File: src/rtl/mem_pkg.sv
// Shared encodings for the MEM pipeline stage: result-select codes,
// RV32I load/store funct3 values and the bus FSM state type.
package mem_pkg;

  localparam logic [1:0] RES_ALU = 2'b00;
  localparam logic [1:0] RES_MEM = 2'b01;
  localparam logic [1:0] RES_PC4 = 2'b10;

  localparam logic [2:0] F3_B  = 3'b000;
  localparam logic [2:0] F3_H  = 3'b001;
  localparam logic [2:0] F3_W  = 3'b010;
  localparam logic [2:0] F3_BU = 3'b100;
  localparam logic [2:0] F3_HU = 3'b101;

  typedef enum logic {
    IDLE = 1'b0,
    BUSY = 1'b1
  } mem_state_t;

endpackage

File: src/rtl/load_store_align.sv
// Combinational byte-lane steering for stores, load extraction/extension
// and alignment checking. Unknown funct3 codes behave as word accesses.
module load_store_align
  import mem_pkg::*;
#(
  parameter int XLEN = 32
) (
  input  logic [2:0]      funct3,
  input  logic            is_store,
  input  logic [1:0]      addr_lo,
  input  logic [XLEN-1:0] store_data,
  input  logic [XLEN-1:0] rdata,
  output logic [3:0]      wstrb,
  output logic [XLEN-1:0] wdata,
  output logic [XLEN-1:0] load_data,
  output logic            misalign
);

  function automatic logic [XLEN-1:0] ext_byte(input logic [7:0] b, input logic sgn);
    logic signed [7:0]      bs;
    logic signed [XLEN-1:0] r;
    bs = b;
    r  = bs;
    if (sgn) return r;
    return {{(XLEN-8){1'b0}}, b};
  endfunction

  function automatic logic [XLEN-1:0] ext_half(input logic [15:0] h, input logic sgn);
    logic signed [15:0]     hs;
    logic signed [XLEN-1:0] r;
    hs = h;
    r  = hs;
    if (sgn) return r;
    return {{(XLEN-16){1'b0}}, h};
  endfunction

  logic [XLEN-1:0] shifted;

  always_comb begin
    shifted = rdata >> {addr_lo, 3'b000};
    case (funct3)
      F3_B:    load_data = ext_byte(shifted[7:0], 1'b1);
      F3_BU:   load_data = ext_byte(shifted[7:0], 1'b0);
      F3_H:    load_data = ext_half(shifted[15:0], 1'b1);
      F3_HU:   load_data = ext_half(shifted[15:0], 1'b0);
      default: load_data = rdata;
    endcase
  end

  always_comb begin
    wstrb = 4'b1111;
    wdata = store_data;
    case (funct3)
      F3_B: begin
        wstrb = 4'b0001 << addr_lo;
        wdata = {(XLEN/8){store_data[7:0]}};
      end
      F3_H: begin
        wstrb = 4'b0011 << addr_lo;
        wdata = {(XLEN/16){store_data[15:0]}};
      end
      default: ;
    endcase
  end

  // Store funct3 codes outside SB/SH are word stores, so BU/HU only apply to loads.
  always_comb begin
    misalign = 1'b0;
    case (funct3)
      F3_B:    misalign = 1'b0;
      F3_H:    misalign = addr_lo[0];
      F3_BU:   misalign = is_store ? (addr_lo != 2'b00) : 1'b0;
      F3_HU:   misalign = is_store ? (addr_lo != 2'b00) : addr_lo[0];
      default: misalign = (addr_lo != 2'b00);
    endcase
  end

endmodule

File: src/rtl/memory_stage.sv
// Pipeline MEM stage: ready-handshaked data-memory bus FSM plus MEM/WB register.
// Optional macro MEM_TIMEOUT_EN aborts accesses after TIMEOUT_CYCLES busy cycles.
module memory_stage
  import mem_pkg::*;
#(
  parameter int TIMEOUT_CYCLES = 16,
  parameter int XLEN           = 32
) (
  input  logic            clk,
  input  logic            rst,
  input  logic            RegWriteM,
  input  logic [1:0]      ResultSrcM,
  input  logic            MemWriteM,
  input  logic [2:0]      Funct3M,
  input  logic [XLEN-1:0] ALUResultM,
  input  logic [XLEN-1:0] WriteDataM,
  input  logic [4:0]      RdM,
  input  logic [XLEN-1:0] PCPlus4M,
  output logic            StallM,
  output logic            mem_req,
  output logic            mem_we,
  output logic [XLEN-1:0] mem_addr,
  output logic [XLEN-1:0] mem_wdata,
  output logic [3:0]      mem_wstrb,
  input  logic            mem_ready,
  input  logic [XLEN-1:0] mem_rdata,
  output logic            RegWriteW,
  output logic [1:0]      ResultSrcW,
  output logic [XLEN-1:0] ReadDataW,
  output logic [XLEN-1:0] ALUResultW,
  output logic [4:0]      RdW,
  output logic [XLEN-1:0] PCPlus4W,
  output logic            MisalignW,
  output logic            BusErrW
);

  mem_state_t      state, state_nx;
  logic            acc, misalign, timeout;
  logic            start, done, capture, mis_ret;
  logic [3:0]      lane_strb;
  logic [XLEN-1:0] lane_wdata, load_data;

  assign acc = MemWriteM | (ResultSrcM == RES_MEM);

  load_store_align #(.XLEN(XLEN)) u_align (
    .funct3    (Funct3M),
    .is_store  (MemWriteM),
    .addr_lo   (ALUResultM[1:0]),
    .store_data(WriteDataM),
    .rdata     (mem_rdata),
    .wstrb     (lane_strb),
    .wdata     (lane_wdata),
    .load_data (load_data),
    .misalign  (misalign)
  );

`ifdef MEM_TIMEOUT_EN
  localparam int CNT_W = $clog2(TIMEOUT_CYCLES) + 1;
  logic [CNT_W-1:0] tmo_cnt;

  // Holding the counter at zero while idle gives a clean start on BUSY entry.
  always_ff @(posedge clk) begin
    if (rst || state == IDLE) tmo_cnt <= '0;
    else if (!mem_ready)      tmo_cnt <= tmo_cnt + 1'b1;
  end

  assign timeout = (state == BUSY) && !mem_ready &&
                   (tmo_cnt == CNT_W'(TIMEOUT_CYCLES - 1));
`else
  assign timeout = 1'b0;
`endif

  always_comb begin
    state_nx = state;
    StallM   = 1'b0;
    start    = 1'b0;
    done     = 1'b0;
    case (state)
      IDLE: begin
        if (acc && !misalign) begin
          start    = 1'b1;
          state_nx = BUSY;
          StallM   = 1'b1;
        end
      end
      BUSY: begin
        if (mem_ready) begin
          done     = 1'b1;
          state_nx = IDLE;
        end else if (timeout) begin
          state_nx = IDLE;
        end else begin
          StallM = 1'b1;
        end
      end
      default: state_nx = IDLE;
    endcase
    if (rst) StallM = 1'b0;
  end

  assign capture = ((state == IDLE) && !start) || done || timeout;
  assign mis_ret = (state == IDLE) && acc && misalign;

  always_ff @(posedge clk) begin
    if (rst) state <= IDLE;
    else     state <= state_nx;
  end

  // Bus stage: control bits reset, address/data only load on a new request.
  always_ff @(posedge clk) begin
    if (rst) begin
      mem_req   <= 1'b0;
      mem_we    <= 1'b0;
      mem_wstrb <= 4'b0000;
    end else if (start) begin
      mem_req   <= 1'b1;
      mem_we    <= MemWriteM;
      mem_wstrb <= MemWriteM ? lane_strb : 4'b0000;
    end else if (done || timeout) begin
      mem_req   <= 1'b0;
      mem_we    <= 1'b0;
      mem_wstrb <= 4'b0000;
    end
  end

  always_ff @(posedge clk) begin
    if (start) begin
      mem_addr  <= {ALUResultM[XLEN-1:2], 2'b00};
      mem_wdata <= lane_wdata;
    end
  end

  // MEM/WB stage boundary
  always_ff @(posedge clk) begin
    if (rst) begin
      RegWriteW  <= 1'b0;
      ResultSrcW <= RES_ALU;
      ReadDataW  <= '0;
      ALUResultW <= '0;
      RdW        <= '0;
      PCPlus4W   <= '0;
      MisalignW  <= 1'b0;
      BusErrW    <= 1'b0;
    end else if (start) begin
      RegWriteW <= 1'b0;
      MisalignW <= 1'b0;
      BusErrW   <= 1'b0;
    end else if (capture) begin
      RegWriteW  <= RegWriteM && !mis_ret && !timeout;
      ResultSrcW <= ResultSrcM;
      ReadDataW  <= done ? load_data : '0;
      ALUResultW <= ALUResultM;
      RdW        <= RdM;
      PCPlus4W   <= PCPlus4M;
      MisalignW  <= mis_ret;
      BusErrW    <= timeout;
    end
  end

endmodule

File: config.mk
export PLATFORM = sky130hd
export DESIGN_NAME = memory_stage
export DESIGN_NICKNAME = d
export VERILOG_FILES = /design/src/rtl/mem_pkg.sv /design/src/rtl/load_store_align.sv /design/src/rtl/memory_stage.sv
export SDC_FILE = /design/constraint.sdc
export NUM_CORES = 1
export LEC_CHECK = 0
export ABC_CLOCK_PERIOD_IN_PS = 9800
export BUFFER_PORTS_ARGS = -buffer_cell sky130_fd_sc_hd__buf_2
export CORE_MARGIN = 2
export CORE_UTILIZATION = 40
export DETAILED_ROUTE_END_ITERATION = 8
export MAX_ROUTING_LAYER = met4
export PLACE_DENSITY = 0.71
export SLEW_MARGIN = 20
export SYNTH_ARGS = -nofsm -noshare
export SYNTH_HDL_FRONTEND = slang
export SYNTH_SLANG_ARGS = --single-unit
File: constraint.sdc
create_clock -name clk -period 9.8 [get_ports clk]
set_clock_uncertainty 0.1 [all_clocks]
set_input_delay 0.49 -clock clk [delete_from_list [all_inputs] [get_ports clk]]
set_output_delay 0.49 -clock clk [all_outputs]
set_load 0.02 [all_outputs]
==> flow_metrics.py, run 1 <==
metrics = {
    "run_status": {
        "outcome": "finished clean",
    },
    "timing": {
        "fmaxAchievable_mhz": 346.3,
        "rsz0062_at_grt": "no",
        "relSlewSlack_pct": 29.18,
        "fin_setup_tns_ns": 0,
        "hold_viol": 0,
        "setup_viol": 0,
        "tightest_slew_ns": 1.057,
        "fin_ws_ns": 6.912,
        "fin_crit_ns": 2.888,
        "slew_violations": 0,
        "post-route-period-util_pct": 29.47,
    },
    "synth": {
        "synth_top_family_by_area": "compound AO/OA/AOI/OAI gates",
        "synth_top_flop_cell": "dfxtp_1",
        "synth_top_cell_by_area": "dfxtp_1",
        "ys_ff_latch": 174,
        "seq_area_frac_synth_pct": 62.64,
        "synthArstFlopShare_pct": 0,
        "synth_area_per_cell_um2": 10.48,
        "synth.area.mux_share_pct": 5.539,
        "synth.area.top_cells": "dfxtp_1 (34%), edfxtp_1 (28%), nand2_1 (9.0%)",
        "syn-cell-area_um2": 6551,
        "synth_top_area_share_pct": 34.22,
        "yosys.area_share.simple_pct": 12.66,
        "synth-edff-count": 62,
        "synthCells": 625,
        "synth_compound_area_share_pct": 15.58,
        "yosys_warnings": 0,
        "yosys.area_share.adder_pct": 0,
        "synth-xor-area-share_pct": 0,
        "ys_types": 38,
    },
    "critical_path": {
        "reg2reg_slack_ns": 7.40,
        "crit_top_cell": "buf_2",
        "r2r-start": "state$_DFF_P_",
        "arrival_ns": 2.30,
        "end_kind": "primary output",
        "cpPeakStageDelay_ns": 0.39,
        "worstSetupEndpoint": "StallM",
        "criticalPathCategory": "in2out",
        "path_cells": "buf_2 -> a211o_1 -> a22o_1 -> o21a_2 -> nor2_8 -> buf_2",
        "crit_slowest_cell": "nor2_8",
        "r2r_cells": 5,
        "start_kind": "primary input",
        "timing.rr.end": "ReadDataW[22]$_SDFFE_PP0P_",
        "startpoint": "Funct3M[0]",
        "required_ns": 9.21,
        "cp_max_fo": 34,
    },
    "placed_design": {
        "place_congestion": 0.8120,
        "placed_cells": 1118,
        "hpwl_um": 12620,
        "post-place-ws_ns": 6.932,
        "place.port_buffers": 316,
    },
    "clock_network": {
        "hold_buffers": 0,
        "clock_latency_ns": 0.41,
        "htree_levels": 4,
        "cts_made_buffers": 17,
        "cts_resized": 0,
        "post-cts-setup-buffers": 0,
        "cts_tree": "yes",
        "clkTransAtPathRegs_ns": 0.07,
        "clock-sinks": 174,
        "cts_buffer_depth": 2,
        "cts-root-buf": "clkbuf_16",
    },
    "floorplan": {
        "core_area_um2": 15940,
        "fp.dieH_um": 132.0,
        "dieArea_um2": 17420,
        "rows": 46,
        "die_w_um": 132.0,
        "io_pins": 320,
        "start_util_pct": 41.09,
    },
    "detailed_routing": {
        "drc_errors": 0,
        "viasPerCell": 4.972,
        "via_count": 5718,
        "drtPass1Iterations": 8,
        "final_antenna_net_count": 0,
        "wl_um": 18060,
        "drtIter0Drc": 393,
        "routedWlPerCell_um": 15.70,
    },
    "power_and_ir_drop": {
        "power.total_w": 0.001762,
        "p_per_area_nw_per_um2": 198.8,
        "power_frac_seq_pct": 46.2,
        "switching_power_w": 0.0004988,
        "p_leak_nw": 4.056,
        "switching_share_pct": 28.30,
        "pwr-share-clk_pct": 39.3,
        "pwr-share-comb_pct": 14.5,
        "vdd_drop_max_uv": 130.9,
        "p_int_w": 0.001264,
    },
    "global_routing": {
        "top_usage_layer": "met2",
        "track_usage_pct": 20.78,
        "grt_pass1_vias": 5309,
        "grtUsageMet1_pct": 25.52,
        "antenna_found_initial": 0,
        "grt_max_degree": 79,
        "grtUsageMet3_pct": 5.498,
        "met2_usage_pct": 34.17,
        "grt_overflow_total": 0,
        "grt_pass1_wl_um": 27950,
    },
    "worst_hold_path": {
        "worstHoldStart": "ALUResultM[12]",
        "hold_class": "in2reg",
    },
    "finish": {
        "layout_common_cells": "buf_2 (316), nand2_1 (157), dfxtp_1 (112)",
        "layout-drive-gt1-share_pct": 40.69,
        "final_common_cell": "buf_2",
        "fin_cells": 1150,
        "fin_nets": 1064,
        "syn_to_final_growth_pct": 35.29,
        "antenna_cells": 0,
        "final_util_pct": 55.60,
    },
    "job": {
        "cap_violations": 0,
    },
}
[per-stage QoR]
stage | hold slack [ns] | area [µm²]
2_1_floorplan | 0.4283 | 6559
3_3_place_gp | 0.3381 | 8243
3_5_place_dp | 0.3405 | 8247
4_1_cts | 0.1359 | 8864
5_1_grt | 0.1317 | 8864
6_report | 0.1548 | 8864
[worst min-delay path by stage]
| stage | slack [ns] | to | cells after the start |
|---|---|---|---|
| final | 0.15 | mem_addr[12]$_DFFE_PP_ | 1 |
| after global routing | 0.13 | mem_addr[12]$_DFFE_PP_ | 1 |
| after CTS | 0.14 | mem_addr[5]$_DFFE_PP_ | 1 |
| after detailed placement | 0.34 | RegWriteW$_SDFFE_PP0P_ | 2 |
| after global placement | 0.34 | PCPlus4W[14]$_SDFFE_PP0P_ | 2 |
| after floorplan | 0.43 | RegWriteW$_SDFFE_PP0P_ | 2 |
[synthesized netlist by cell type (2+ instances only)]
| library cell | count |
|---|---|
| o2bb2ai_1 | 15 |
| a21oi_1 | 96 |
| a21o_1 | 2 |
| o21ai_0 | 24 |
| mux2i_1 | 16 |
| buf_2 | 13 |
| nand2b_1 | 3 |
| mux2_2 | 16 |
| clkbuf_1 | 25 |
| nor2_1 | 29 |
| a221o_1 | 16 |
| buf_4 | 4 |
| edfxtp_1 | 62 |
| a22o_1 | 6 |
| nand3_1 | 2 |
| nor2b_1 | 4 |
| nand2_1 | 157 |
| nor3b_1 | 2 |
| buf_6 | 3 |
| dfxtp_1 | 112 |
[power groups by stage]
stage / Sequential [W] / Clock, W / Combinational (W)
4_1_cts: 0.000815 / 0.000708 / 0.000258
5_1_grt: 0.000819 / 0.000740 / 0.000277
3_3_place_gp: 0.000830 / 0 / 0.000254
6_report: 0.000814 / 0.000693 / 0.000255
2_1_floorplan: 0.000888 / 0 / 0.0000987
3_5_place_dp: 0.000831 / 0 / 0.000257
[per-layer routing]
metal  vias to the layer above  part of all wire [%]
li1                       2787                     -
met1                      2684                    42
met2                       239                    50
met3                         8                   6.9
met4                         0                  0.64
met5                         -                     0
[sequential cells by signal (all words and copies together), names as in the netlist]
| name | count |
|---|---|
| ALUResultW | 32 |
| PCPlus4W | 32 |
| ReadDataW | 32 |
| mem_wdata | 32 |
| mem_addr | 30 |
| RdW | 5 |
| mem_wstrb | 4 |
| ResultSrcW | 2 |
| MisalignW | 1 |
| RegWriteW | 1 |
| mem_req | 1 |
| mem_we | 1 |
| state | 1 |
[cells by family (layout without fill, tap and decap cells)]
kind of cell,count (synthesis),after routing
buffers and inverters,47,354
AO/OA/AOI/OAI,167,167
flip-flops,174,174
other,1,3
multiplexers,33,33
AND/OR/NAND/NOR,203,203
[worst max-delay path: cells and delay by family]
family | cells | cell delay (ns)
buffers and inverters | 2 | 0.54
and+or+nand+nor | 1 | 0.39
AOI/OAI and AO/OA | 3 | 0.86
[cell type report]
class                      instances  area (µm²)
fill                            1464        7079
sequential                       174        4104
multi-input combinational        406        2250
timing repair buffer             321        1619
clock buffer                      18       450.4
tap                              216       270.3
clock inverter                    14       166.4
inverter                           1       3.754
(Power assumes the default switching activity.)
==> run 2, diff against run 1 <==
Settings changed: ABC_CLOCK_PERIOD_IN_PS 9800 to 2600, PLACE_DENSITY 0.71 to 0.74.
Clock period 9.8 ns to 2.6 ns, I/O delays scaled along.
==> run 2 against run 1 <==
Global-route usage grew 3.3 points. Power grew to 3.9 times the previous value. Sequential cell count did not move. Register-to-register slack got worse by 6.7 ns. Critical path depth rose by 1. Critical path type unchanged.
==> flow_metrics.py, run 2 (same netlist as run 1, synthesis figures left out) <==
metrics = {
    "critical_path": {
        "criticalPathCategory": "in2out",
        "required_ns": 2.37,
        "end_kind": "primary output",
        "cp_max_fo": 30,
        "arrival_ns": 2.13,
        "start_kind": "primary input",
    },
    "detailed_routing": {
        "drtIter0Drc": 398,
        "viasPerCell": 4.954,
        "drtPass1Iterations": 4,
        "final_antenna_net_count": 0,
        "routedWlPerCell_um": 16.12,
        "wl_um": 20940,
        "via_count": 6435,
        "drc_errors": 0,
    },
    "clock_network": {
        "clock-sinks": 174,
        "cts_made_buffers": 17,
        "clock_latency_ns": 0.41,
        "cts-root-buf": "clkbuf_16",
        "htree_levels": 4,
        "post-cts-setup-buffers": 0,
        "cts_buffer_depth": 2,
        "clkTransAtPathRegs_ns": 0.07,
        "cts_tree": "yes",
    },
    "finish": {
        "layout-drive-gt1-share_pct": 35.95,
        "final_common_cell": "buf_2",
        "fin_cells": 1299,
        "finish.instance_area_um2": 10340,
        "syn_to_final_growth_pct": 57.89,
        "layout_common_cells": "buf_2 (316), nand2_1 (157), dlygate4sd3_1 (138)",
        "fin_nets": 1212,
        "final_util_pct": 64.88,
    },
    "placed_design": {
        "place_congestion": 0.8091,
        "place_area_um2": 8356,
        "place.port_buffers": 316,
        "hpwl_um": 13130,
        "placed_cells": 1128,
    },
    "global_routing": {
        "grt_pass1_vias": 6372,
        "track_usage_pct": 24.11,
        "grt_max_degree": 72,
        "antenna_found_initial": 1,
        "grt_pass1_wl_um": 32640,
        "grt_overflow_total": 0,
    },
    "job": {
        "cap_violations": 0,
    },
    "timing": {
        "fmaxAchievable_mhz": 423.8,
        "slew_violations": 0,
        "post-route-period-util_pct": 90.76,
        "whs_ns": 0.02301,
        "tightest_slew_ns": 0.6392,
        "fin_crit_ns": 2.360,
        "relSlewSlack_pct": 57.29,
        "fin_setup_tns_ns": 0,
        "hold_viol": 0,
        "rsz0062_at_grt": "no",
        "setup_viol": 0,
    },
    "floorplan": {
        "core_area_um2": 15940,
        "dieArea_um2": 17420,
        "start_util_pct": 41.09,
        "rows": 46,
        "fp.dieH_um": 132.0,
        "io_pins": 320,
        "die_w_um": 132.0,
    },
    "run_status": {
        "outcome": "finished clean",
    },
    "power_and_ir_drop": {
        "vdd_drop_max_uv": 391.0,
        "p_per_area_nw_per_um2": 659.8,
        "p_leak_nw": 4.681,
    },
    "worst_hold_path": {
        "hold_class": "in2reg",
    },
}
==> run 2: cell count changes in the layout (fill, tap and decap cells not counted), sizes merged <==
cell / delta
buf: +10
clkinvlp: +4
clkbuf: -1
dlygate4sd3: +138
clkinv: -2
inv: -2
bufinv: +1
diode: +1
==> run 2: where the power goes <==
| group | switching (W) | internal [W] |
|---|---|---|
| registers | 0.0000680 | 0.00300 |
| logic | 0.000691 | 0.000483 |
| clock network | 0.00113 | 0.00145 |
| total | 0.00189 | 0.00494 |
==> run 2: path summary, 6_finish.rpt <==
path / slack [ns] / cells past startpoint / end / from
max: 0.24 / 7 / StallM / ResultSrcM[0]
min: 0.02 / 3 / mem_wstrb[0]$_SDFFE_PP0P_ / Funct3M[2]
max reg2reg: 0.70 / 5 / PCPlus4W[29]$_SDFFE_PP0P_ / state$_DFF_P_
min reg2reg: 0.35 / 2 / PCPlus4W[20]$_SDFFE_PP0P_ / PCPlus4W[20]$_SDFFE_PP0P_
==> run 2: timing repair <==
item | CTS | global route
resized for setup | 0 | 0
hold endpoints to repair | 166 | 0
hold buffers | 138 | 0
==> run 2: layer usage <==
metal | global-route usage [%] | routed length, µm | vias to the layer above
li1 | - | - | 3085
met1 | 26.75 | 8078 | 3010
met2 | 41.81 | 10730 | 288
met3 | 5.536 | 1443 | 52
met4 | 9.903 | 687 | 0
met5 | - | 0 | -
==> run 2: final cells by class <==
class | count | area, µm²
Antenna cell | 1 | 2.502
Clock buffer | 17 | 425.4
Clock inverter | 15 | 178.9
Fill cell | 1166 | 5599
Inverter | 1 | 3.754
Multi-Input combinational cell | 406 | 2246
Sequential cell | 174 | 4104
Tap cell | 216 | 270.3
Timing Repair Buffer | 469 | 3113
==> run 2: critical path, stage by stage <==
cell and delay [ns]:
dlygate4sd3_1 0.52, buf_2 0.13, nor2b_1 0.20, o21bai_1 0.21, o21a_2 0.32, nor2_8 0.36
buf_2 0.25
==> run 2: through the flow <==
step,total power (W),worst slack [ns]
detailed placement,0.004126,0.5391
global placement,0.004110,0.5800
finish,0.006825,0.2402
floorplan,0.003717,0.1083
global route,0.007082,0.1403
CTS,0.006865,0.2126
==> run 3, diff against run 2 <==
Settings changed: BUFFER_PORTS_ARGS -buffer_cell sky130_fd_sc_hd__buf_2 to not set, CORE_ASPECT_RATIO set to 1.4, DONT_BUFFER_PORTS set to 1, PLACE_DENSITY 0.74 to not set.
==> run 3 against run 2 <==
The run now fails in 4_1_cts. Synthesized cell count unchanged. Synthesized area stayed put.
==> flow_metrics.py, run 3 <==
metrics = {
    "clock_network": {
        "post-cts-setup-buffers": 0,
        "cts_resized": 0,
        "clock-sinks": 174,
        "cts_buffer_depth": 2,
        "cts-root-buf": "clkbuf_16",
        "htree_levels": 4,
        "hold_buffers": 165,
        "cts_made_buffers": 17,
    },
    "run_status": {
        "stop_stage": "4_1_cts",
        "outcome": "aborted with a tool error",
        "error": "[ERROR RSZ-0060] Max buffer count reached.",
    },
    "synth": {
        "synth_top_cell_by_area": "dfxtp_1",
        "synth_top_family_by_area": "compound AO/OA/AOI/OAI gates",
        "syn-cell-area_um2": 6551,
        "synth_most_common_cell": "nand2_1",
        "synth_top_flop_cell": "dfxtp_1",
        "yosys.area_share.simple_pct": 12.66,
        "synth.area.mux_share_pct": 5.539,
        "yosys_warnings": 0,
        "ys_ff_latch": 174,
        "synth_compound_area_share_pct": 15.58,
        "ys_types": 38,
        "synth-xor-area-share_pct": 0,
        "synth_common_cells": "nand2_1 (157), dfxtp_1 (112), a21oi_1 (96), edfxtp_1 (62), nor2_1 (29)",
        "seq_area_frac_synth_pct": 62.64,
        "synth.area.top_cells": "dfxtp_1 (34%), edfxtp_1 (28%), nand2_1 (9.0%)",
        "synth_area_per_cell_um2": 10.48,
        "yosys.area_share.adder_pct": 0,
        "synthArstFlopShare_pct": 0,
        "synth_top_area_share_pct": 34.22,
        "synthCells": 625,
        "synth-edff-count": 62,
    },
    "floorplan": {
        "fp.dieH_um": 155.4,
        "start_util_pct": 40.68,
        "io_pins": 320,
        "rows": 55,
        "die_w_um": 112.2,
    },
    "placed_design": {
        "place.port_buffers": 0,
        "hpwl_um": 12050,
        "place_congestion": 0.8162,
    },
}
## run 3: cell counts after synthesis
Identical to the previous run, type by type.
## run 3: cell families after synthesis
group / Yosys count
AOI/OAI and AO/OA: 167
buffers and inverters: 47
DFF: 174
muxes: 33
other: 1
and+or+nand+nor: 203
## run 3: metrics by stage
step / hold slack, ns / setup slack (ns) / cells / instance area, µm²
2_1_floorplan: 0.1289 / 0.1083 / 627 / 6566
3_5_place_dp: 0.1079 / 0.6761 / 787 / 6680
3_3_place_gp: 0.1043 / 0.7722 / 787 / 6680
==> run 4, diff against run 3 <==
Settings changed: ABC_CLOCK_PERIOD_IN_PS 2600 to 3400, CORE_ASPECT_RATIO 1.4 to not set, CORE_UTILIZATION 40 to 25, MAX_ROUTING_LAYER met4 to not set, PLACE_DENSITY_LB_ADDON set to 0.15.
Clock period 2.6 ns to 3.4 ns, I/O delays scaled along.
==> run 4 against run 3 <==
The run now ends clean.
==> flow_metrics.py, run 4 (same netlist as run 1, synthesis figures left out) <==
metrics = {
    "timing": {
        "fmaxAchievable_mhz": 392.1,
        "setup_viol": 0,
        "rsz0062_at_grt": "no",
        "hold_viol": 0,
        "fin_crit_ns": 2.551,
        "fin_setup_tns_ns": 0,
        "relSlewSlack_pct": 30.53,
        "fin_ws_ns": 0.8493,
        "slew_violations": 0,
        "post-route-period-util_pct": 75.02,
        "tightest_slew_ns": 1.041,
    },
    "finish": {
        "fin_nets": 898,
        "final_common_cell": "nand2_1",
        "layout-drive-gt1-share_pct": 8.594,
        "final_util_pct": 34.47,
        "syn_to_final_growth_pct": 36.34,
        "layout_common_cells": "nand2_1 (157), dlygate4sd3_1 (146), dfxtp_1 (112)",
    },
    "clock_network": {
        "cts_made_buffers": 17,
        "cts_buffer_depth": 2,
        "htree_levels": 4,
        "clock_latency_ns": 0.41,
        "clkTransAtPathRegs_ns": 0.07,
        "cts-root-buf": "clkbuf_16",
        "clock-sinks": 174,
        "cts_resized": 0,
        "cts_tree": "yes",
    },
    "global_routing": {
        "antenna_found_initial": 1,
        "track_usage_pct": 15.07,
        "grtUsageMet1_pct": 17.60,
        "grtUsageMet3_pct": 3.908,
        "grt_pass1_wl_um": 32490,
        "grt_overflow_total": 0,
        "grt_max_degree": 78,
        "grt_pass1_vias": 5398,
        "met2_usage_pct": 26.10,
        "top_usage_layer": "met2",
    },
    "power_and_ir_drop": {
        "power.total_w": 0.004992,
        "vdd_drop_max_uv": 227.5,
        "p_leak_nw": 3.323,
        "p_per_area_nw_per_um2": 558.9,
    },
    "floorplan": {
        "start_util_pct": 25.28,
        "fp.dieH_um": 165.9,
        "core_area_um2": 25910,
        "io_pins": 320,
        "rows": 59,
        "die_w_um": 165.9,
        "dieArea_um2": 27520,
    },
    "critical_path": {
        "arrival_ns": 2.81,
        "path_cells": "o21bai_1 -> o21a_2 -> buf_12 -> nand2_1 -> a21oi_1 -> dlygate4sd3_1",
        "required_ns": 3.66,
        "cpPeakStageDelay_ns": 0.58,
        "start_kind": "flip-flop",
        "criticalPathCategory": "reg2reg",
        "cp_max_fo": 51,
        "crit_slowest_cell": "o21a_2",
        "end_kind": "flip-flop",
    },
    "run_status": {
        "outcome": "finished clean",
    },
    "detailed_routing": {
        "drtPass1Iterations": 7,
        "drtIter0Drc": 356,
        "wl_um": 21130,
        "drc_errors": 0,
        "routedWlPerCell_um": 19.14,
        "via_count": 5266,
        "final_antenna_net_count": 0,
        "viasPerCell": 4.770,
    },
    "worst_hold_path": {
        "hold_class": "in2reg",
    },
    "placed_design": {
        "place.port_buffers": 0,
        "post-place-ws_ns": 0.9386,
        "hpwl_um": 14010,
        "place_congestion": 0.7603,
    },
    "job": {
        "cap_violations": 0,
    },
}
run 4: path summary, 6_finish.rpt:
check | startpoint | to | slack, ns | cells past startpoint
worst max-delay path | state$_DFF_P_ | ALUResultW[28]$_SDFFE_PP0P_ | 0.85 | 6
worst min-delay path | rst | mem_req$_SDFFE_PP0P_ | 0.01 | 2
worst max register to register | state$_DFF_P_ | ALUResultW[28]$_SDFFE_PP0P_ | 0.85 | 6
worst min register to register | PCPlus4W[31]$_SDFFE_PP0P_ | PCPlus4W[31]$_SDFFE_PP0P_ | 0.46 | 2
run 4: where the power goes:
part / leakage (nW) / internal [W] / switching [W] / total, W
clock: 0.285 / 0.00106 / 0.000882 / 0.00194
combinational: 1.54 / 0.000228 / 0.000273 / 0.000502
sequential: 1.50 / 0.00230 / 0.000248 / 0.00255
run 4: final cells by class:
cell class	instances	area [µm²]
Multi-Input combinational cell	406	2252
Inverter	1	3.754
Antenna cell	1	2.502
Clock buffer	20	489.2
Tap cell	335	419.2
Timing Repair Buffer	155	1562
Fill cell	2599	16980
Sequential cell	174	4104
Clock inverter	12	100.1
run 4: timing repair:
| item | CTS | global route |
|---|---|---|
| hold buffers | 147 | 0 |
| endpoints found under the hold margin | 174 | 0 |
| setup buffers | 0 | 0 |
run 4: critical path, delay by kind of cell, from the launching register on:
family                 cells  cell delay (ns)
and+or+nand+nor            1             0.09
buffers and inverters      2             0.85
AOI/OAI and AO/OA          3             1.00
DFF                        1             0.41
run 4: routing by layer:
layer	part of all wire [%]	routed length (µm)
met1	40	8480
met3	5.7	1206
met5	0	0
met2	51	10790
met4	3.1	656
run 4: stage by stage:
stage          cells  area, µm²  hold slack, ns
5_1_grt         1104       8932         0.01605
3_3_place_gp     924       6845          0.1690
3_5_place_dp     924       6845          0.1680
4_1_cts         1103       8924        0.003049
6_report        1104       8932         0.01158
2_1_floorplan    627       6561          0.1689
